**src/rtl/btn_pkg.sv**
```systemverilog
// Shared definitions for the button event arbiter: FSM encoding, default
// sizing and the holdoff counter width helper.
package btn_pkg;

    localparam int DEF_N_BTN   = 4;
    localparam int DEF_HOLDOFF = 16;

    typedef enum logic [1:0] {
        ST_IDLE   = 2'd0,
        ST_OFFER  = 2'd1,
        ST_HLDOFF = 2'd2
    } state_t;

    // A zero holdoff still needs a one-bit counter so the port widths stay legal.
    function automatic int cnt_width(input int holdoff);
        return (holdoff > 0) ? $clog2(holdoff + 1) : 1;
    endfunction

endpackage

```
**src/rtl/button_event_arbiter_rr_pick.sv**
```systemverilog
// Combinational round-robin finder: returns the first set request bit found
// searching upward from last+1 with wrap-around.
module rr_pick #(
    parameter int N_BTN = 4,
    parameter int IDW   = 2
) (
    input  logic [N_BTN-1:0] req,
    input  logic [IDW-1:0]   last,
    output logic [IDW-1:0]   gnt_id,
    output logic             any
);

    logic [IDW-1:0]   w_idx [N_BTN];
    logic [N_BTN-1:0] w_hit;

    // Candidate gi is the button gi+1 positions after the last grant.
    for (genvar gi = 0; gi < N_BTN; gi++) begin : g_cand
        logic [IDW:0] w_sum;
        assign w_sum       = {1'b0, last} + (IDW+1)'(gi + 1);
        assign w_idx[gi]   = (w_sum >= (IDW+1)'(N_BTN)) ? IDW'(w_sum - (IDW+1)'(N_BTN))
                                                         : IDW'(w_sum);
        assign w_hit[gi]   = req[w_idx[gi]];
    end

    always_comb begin
        any    = |req;
        gnt_id = '0;
        for (int k = N_BTN - 1; k >= 0; k--) begin
            if (w_hit[k]) begin
                gnt_id = w_idx[k];
            end
        end
    end

endmodule

```
**src/rtl/button_event_arbiter.sv**
```systemverilog
// Turns debounced button presses into one-shot events, latches them as pending
// requests and offers them one at a time, round-robin, with a holdoff gap.
module button_event_arbiter
    import btn_pkg::*;
#(
    parameter int N_BTN   = DEF_N_BTN,
    parameter int HOLDOFF = DEF_HOLDOFF,
    parameter int IDW     = $clog2(N_BTN)
) (
    input  logic             clk,
    input  logic             reset,
    input  logic [N_BTN-1:0] btn_clean,
    output logic             evt_valid,
    output logic [IDW-1:0]   evt_id,
    input  logic             evt_ready,
    output logic [N_BTN-1:0] pending,
    output logic             overrun
);

    localparam int             CW        = cnt_width(HOLDOFF);
    localparam logic [CW-1:0]  HOLD_LOAD = CW'((HOLDOFF > 0) ? (HOLDOFF - 1) : 0);
    localparam logic [IDW-1:0] LAST_RST  = IDW'(N_BTN - 1);

    logic [N_BTN-1:0] r_btn_q;
    logic [N_BTN-1:0] r_pending;
    logic             r_overrun;
    state_t           r_state;
    logic             r_evt_valid;
    logic [IDW-1:0]   r_evt_id;
    logic [IDW-1:0]   r_last_grant;
    logic [CW-1:0]    r_cnt;

    state_t           w_state_next;
    logic             w_evt_valid_next;
    logic [IDW-1:0]   w_evt_id_next;
    logic [IDW-1:0]   w_last_next;
    logic [CW-1:0]    w_cnt_next;

    logic [N_BTN-1:0] w_rise;
    logic [N_BTN-1:0] w_acc_mask;
    logic [N_BTN-1:0] w_pending_next;
    logic             w_overrun_next;
    logic             w_accept;
    logic [IDW-1:0]   w_gnt_id;
    logic             w_any;

    assign w_rise   = btn_clean & ~r_btn_q;
    assign w_accept = r_evt_valid & evt_ready;

    for (genvar gi = 0; gi < N_BTN; gi++) begin : g_acc
        assign w_acc_mask[gi] = w_accept && (r_evt_id == IDW'(gi));
    end

    // A fresh rise always wins over a same-cycle accept, so no press is lost there.
    assign w_pending_next = w_rise | (r_pending & ~w_acc_mask);
    assign w_overrun_next = |(w_rise & r_pending & ~w_acc_mask);

    rr_pick #(
        .N_BTN (N_BTN),
        .IDW   (IDW)
    ) u_pick (
        .req    (r_pending),
        .last   (r_last_grant),
        .gnt_id (w_gnt_id),
        .any    (w_any)
    );

    always_ff @(posedge clk or negedge reset) begin
        if (!reset) begin
            r_btn_q   <= '0;
            r_pending <= '0;
            r_overrun <= 1'b0;
        end else begin
            r_btn_q   <= btn_clean;
            r_pending <= w_pending_next;
            r_overrun <= w_overrun_next;
        end
    end

    always_ff @(posedge clk or negedge reset) begin
        if (!reset) begin
            r_state      <= ST_IDLE;
            r_evt_valid  <= 1'b0;
            r_evt_id     <= '0;
            r_last_grant <= LAST_RST;
            r_cnt        <= '0;
        end else begin
            r_state      <= w_state_next;
            r_evt_valid  <= w_evt_valid_next;
            r_evt_id     <= w_evt_id_next;
            r_last_grant <= w_last_next;
            r_cnt        <= w_cnt_next;
        end
    end

    always_comb begin
        w_state_next = r_state;
        case (r_state)
            ST_IDLE:   if (w_any)        w_state_next = ST_OFFER;
            ST_OFFER:  if (evt_ready)    w_state_next = (HOLDOFF > 0) ? ST_HLDOFF : ST_IDLE;
            ST_HLDOFF: if (r_cnt == '0)  w_state_next = ST_IDLE;
            default:                     w_state_next = ST_IDLE;
        endcase
    end

    always_comb begin
        w_evt_valid_next = r_evt_valid;
        w_evt_id_next    = r_evt_id;
        w_last_next      = r_last_grant;
        w_cnt_next       = r_cnt;
        case (r_state)
            ST_IDLE: begin
                w_evt_valid_next = w_any;
                if (w_any) begin
                    w_evt_id_next = w_gnt_id;
                end
            end
            ST_OFFER: begin
                w_evt_valid_next = 1'b1;
                if (evt_ready) begin
                    w_evt_valid_next = 1'b0;
                    w_last_next      = r_evt_id;
                    w_cnt_next       = HOLD_LOAD;
                end
            end
            ST_HLDOFF: begin
                w_evt_valid_next = 1'b0;
                if (r_cnt != '0) begin
                    w_cnt_next = r_cnt - 1'b1;
                end
            end
            default: begin
                w_evt_valid_next = 1'b0;
            end
        endcase
    end

    assign evt_valid = r_evt_valid;
    assign evt_id    = r_evt_id;
    assign pending   = r_pending;
    assign overrun   = r_overrun;

endmodule

```
**config.mk**
```make
export PLATFORM = sky130hd
export DESIGN_NAME = button_event_arbiter
export DESIGN_NICKNAME = d
export VERILOG_FILES = /design/src/rtl/btn_pkg.sv /design/src/rtl/button_event_arbiter_rr_pick.sv /design/src/rtl/button_event_arbiter.sv
export SDC_FILE = /design/constraint.sdc
export NUM_CORES = 1
export LEC_CHECK = 0
export BUFFER_PORTS_ARGS = -buffer_cell sky130_fd_sc_hd__buf_2
export CAP_MARGIN = 20
export CORE_UTILIZATION = 35
export DETAILED_ROUTE_END_ITERATION = 8
export GPL_TIMING_DRIVEN = 0
export MAX_ROUTING_LAYER = met4
export PLACE_DENSITY = 0.61
export SKIP_CTS_REPAIR_TIMING = 1
export SYNTH_ARGS = -nofsm -noshare
export SYNTH_HDL_FRONTEND = slang
export SYNTH_SLANG_ARGS = --single-unit
export TNS_END_PERCENT = 10
```
**constraint.sdc**
```tcl
create_clock -name clk -period 2 [get_ports clk]
set_clock_uncertainty 0.05 [all_clocks]
set_input_delay 0.4 -clock clk [delete_from_list [all_inputs] [get_ports clk]]
set_output_delay 0.4 -clock clk [all_outputs]
set_load 0.005 [all_outputs]
```
# Word level (Yosys, flattened, before mapping)
# Cells that the tools add are included.
[totals]
wordCells = 82
output_inout_bits = 8
regBits = 21
input_bits = 7
[classes]
bitwise = 8
n_addsub = 9
n_eq_ne = 9
muxes = 25
order_cmp = 8
reduce_logical = 15
[op_table]
columns = ["operator", "count"]
rows = [
  ["$mux 2", 11],
  ["$and 4x4->4", 4],
  ["$ge 3x3->1 const B", 4],
  ["$lt 2x3->1 const B", 4],
  ["$mux 5", 2],
  ["$pmux 5 s2", 1],
  ["$bmux 1 s2", 4],
  ["$ne 2x2->1 const B", 4],
  ["$not 4->4", 2],
  ["$reduce_or 4->1", 2],
  ["$sub 2x1->2 const B", 4],
  ["$add 2x2->3 const B", 2],
  ["$eq 2x2->1 const B", 3],
  ["$pmux 2 s3", 1],
  ["$reduce_and 3->1", 2],
  ["$logic_not 5->1", 1],
  ["$mux 1", 5],
  ["$reduce_bool 5->1", 1],
  ["$sub 5x1->5 const B", 1],
  ["$eq 2x1->1 const B", 2],
  ["$logic_and 1x1->1", 4],
  ["$logic_not 2->1", 2],
  ["$or 4x4->4", 1],
  ["$reduce_and 2->1", 2],
  ["5 further kinds", 5],
]

# Longest topological paths before layout
[logic_depth]
depth_word = 9
ltp_mapped = 6
ltp_nobuf = 6

# Hierarchy
# From an unflattened synthesis, not the netlist that was laid out.
[hier_totals]
cells_unflattened = 85
hier_area_um2 = 980.9
[modules_own_cells]
columns = ["mod", "cells_each", "seq_area_each_um2", "area_per_inst_um2", "n_inst"]
rows = [
  ["button_event_arbiter", 71, 528.0, 889.6, 1],
  ["rr_pick", 14, 0.0, 91.3, 1],
]

# Worst setup path before layout
# OpenSTA, ideal clock, no wires.
[synth_timing]
path_kind = "flip-flop to flip-flop"
start = "register r_pending[1], in the netlist pending[1]"
end = "register r_evt_id[1], in the netlist evt_id[1]"
synth_period_minus_slack_ns = 1.426
required_time_ns = 1.825
t_arrival_ns = 1.251
setup_ns = 0.125
path_buffers = 0
path_stages_with_launch = 3
setup_slack_ns = 0.574
cell_sequence = "dfrtp_1 o41ai_2 mux2_2"
[synth_between]
elab_chain_len = 6
elab_cells_between_ends = 14
cone_classes = "12 x mux; 2 x reduce/logical"
[synth_lines]
columns = ["item", "line", "rtl"]
rows = [
  ["start: declaration", "button_event_arbiter.sv:25", "logic [N_BTN-1:0] r_pending;"],
  ["start signal: assignment", "button_event_arbiter.sv:75", "r_pending <= w_pending_next;"],
  ["$bmux 1 s2", "button_event_arbiter_rr_pick.sv:22", "assign w_hit[gi] = req[w_idx[gi]];"],
  ["$mux 1 (implied by the code)", "button_event_arbiter_rr_pick.sv:22", ""],
  ["$mux 2 (4 in a row)", "button_event_arbiter_rr_pick.sv:29", "if (w_hit[k]) begin"],
  ["end signal: assignment", "button_event_arbiter.sv:90", "r_evt_id <= w_evt_id_next;"],
  ["end: declaration", "button_event_arbiter.sv:29", "logic [IDW-1:0] r_evt_id;"],
]
# Several ways; a longest one is shown, not always the timed one. The select of a mux whose other input is x is not followed.
# A chain may end at the register's enable or synchronous reset.

# Worst setup path after layout
# Ends and elaborated chain as after synthesis.

==> metrics.cfg <==
[clocking]
clock_latency_ps=300
numCtsBuffers=3
ctsLongestPathBuffers=2
clkTransAtPathRegs_ps=120
cts_max_level=1
cts_tree=built
cts_root_buf=clkbuf_4
clkSinkCount=21

[critical_path]
path_cells=o41ai_2 -> mux2_2
r2r_setup_slack_ps=420
cpPeakStageDelay_ps=560
cp-start-kind=register
crit_type=register to register
crit_fanout=8
cpLargestDelayFamily=compound AO/OA/AOI/OAI gates
worstSetupEndpointType=register
crit_arrival_ps=1730
worst-path-buf-inv=0
critPathRequiredTime_ps=2150
crit_path_top_delay_cell=o41ai_2

[synthesis]
synth.area.top_cells=dfrtp_1 51%, dfstp_2 5.6%, nand2_1 4.8%
synth_top_area_cell=dfrtp_1
synth_top_area_share_pct=51.0
yosysSeqAreaShare_pct=56.6
synth_fp_nets=98
yosysWarnings=0
synth.avg_cell_area_um2=10.4
async_reset_ff_share_pct=100
synth.most_common_cell=dfrtp_1
synth_ff_type=dfrtp_1
synth_cells=90
syn-cell-area_um2=932
ys_top_cells_by_count=19 x dfrtp_1, 12 x nand2_1, 7 x inv_1, 7 x o21ai_0, 6 x nand2b_1
ys_ff_latch=21
ys_types=30
synth_edf_count=0

[finish]
postLayoutCellArea_um2=1070
num-nets-final=117
antenna-diode-count=0
drive_above_1_share_pct=21.3
synthToLayoutAreaGrowth_pct=14.4

[power_and_ir_drop]
p_leak_nw=0.475
power.density_nw_per_um2=1390
vdd_drop_max_mv=0.767

[timing]
drv_slew=0
hold_viol=19
worstMarginPinSlew_ps=503
fmaxAchievable_mhz=633
setup_viol=0
max_slew_margin_pct=66.1
fin_setup_tns_ps=0
hold_ws_ps=-23.1
rsz0062_at_grt=no
layout_setup_ws_ps=419
fin_crit_ps=1580
fin_crit_sh_pct=79.0

[floorplan]
rows=18
die_h_um=53.6
start_util_pct=37.3
ioPinCount=15
core-area_um2=2500
dieWidth_um=53.6
die-area_um2=2870

[global_route]
grt_max_degree=22
antenna_found_initial=0
grt_pass1_vias=683
grt_overflow=0
grt_pass1_wl_um=3120
grtUsageTotal_pct=15.9

[drt]
ant_nets=0
wl_met1_um=861
drt_iter0_markers=11
dr.pass1.iters=4
vias=744
drt_wl_total_um=1860
wl_met3_um=47
drc=0
top_layer_used=met4
wl_per_cell_um=13.5
dr_wl_met2_um=924
routed_via_density=5.39

[placed_design]
dpl.hpwl_um=1320
place_area_um2=1040
io_buffers=14
pre_cts_slack_ps=425
routabilityCongestion=0.723

[run_status]
outcome=finished with violations
violations=negative hold slack

[min_path]
hold_path_class=input port to asynchronous set/reset pin

[flow_run]
cap_viol_max_count=0

==> routing by layer <==
metal  up-vias  global-route usage, %
met5         -                      -
met4         0                   6.58
met3         4                   1.69
met2         9                   24.2
met1       374                   21.5
li1        357                      -
==> cell type report <==
class | count | area [um^2]
Timing Repair Buffer | 14 | 70.1
Tap cell | 30 | 37.5
Sequential cell | 21 | 528
Clock buffer | 4 | 26.3
Inverter | 7 | 26.3
Fill cell | 253 | 1430
Multi-Input combinational cell | 62 | 378
==> through the flow <==
step / utilization, % / total power, mW / cells
global route: 42.6 / 1.61 / 138
CTS: 42.6 / 1.49 / 138
global placement: 41.6 / 1.26 / 134
floorplan: - / 1.08 / 90
detailed placement: 41.6 / 1.29 / 134
finish: 42.6 / 1.49 / 138
==> sequential cells by signal, summed over array words and instances (netlist names) <==
name          cells
r_btn_q           4
r_cnt             5
evt_id            2
evt_valid         1
pending           4
r_state           2
overrun           1
r_last_grant      2
==> layout by cell type, fill, tap and decap left out, types with 2 or more instances in the layout <==
master,n
dfrtp_1,19
buf_2,14
nand2_1,12
o21ai_0,7
inv_1,7
nand2b_1,6
nor2_1,5
a21oi_1,5
nor3_1,4
clkbuf_4,3
o31ai_1,2
a211o_1,2
dfstp_2,2
==> power breakdown <==
part / switching (mW) / internal (mW) / total [mW]
sequential: 0.190 / 0.577 / 0.768
combinational: 0.263 / 0.254 / 0.516
clock: 0.125 / 0.0777 / 0.203
total: 0.578 / 0.909 / 1.49
==> logic make-up (layout without fill, tap and decap cells) <==
group,count (synthesis),count (layout),share of synthesized area (%)
mux,1,1,1.21
simple gates,34,34,18.4
fa+ha+maj,1,1,1.34
flops,21,21,56.6
buf+inv,7,25,2.82
compound gates,26,26,19.6
==> path summary, 6_finish.rpt <==
kind | depth (start not counted) | to | startpoint
min in group clk | 1 | r_btn_q[1] | btn_clean[1]
setup reg to reg | 2 | evt_id[1] | pending[1]
hold reg to reg | 1 | pending[1] | r_btn_q[1]
max in group asynchronous | 1 | r_last_grant[0] | reset
hold / removal | 1 | pending[2] | reset
setup / recovery | 2 | evt_id[1] | pending[1]
No activity file was read; power rests on OpenSTA's default activity.
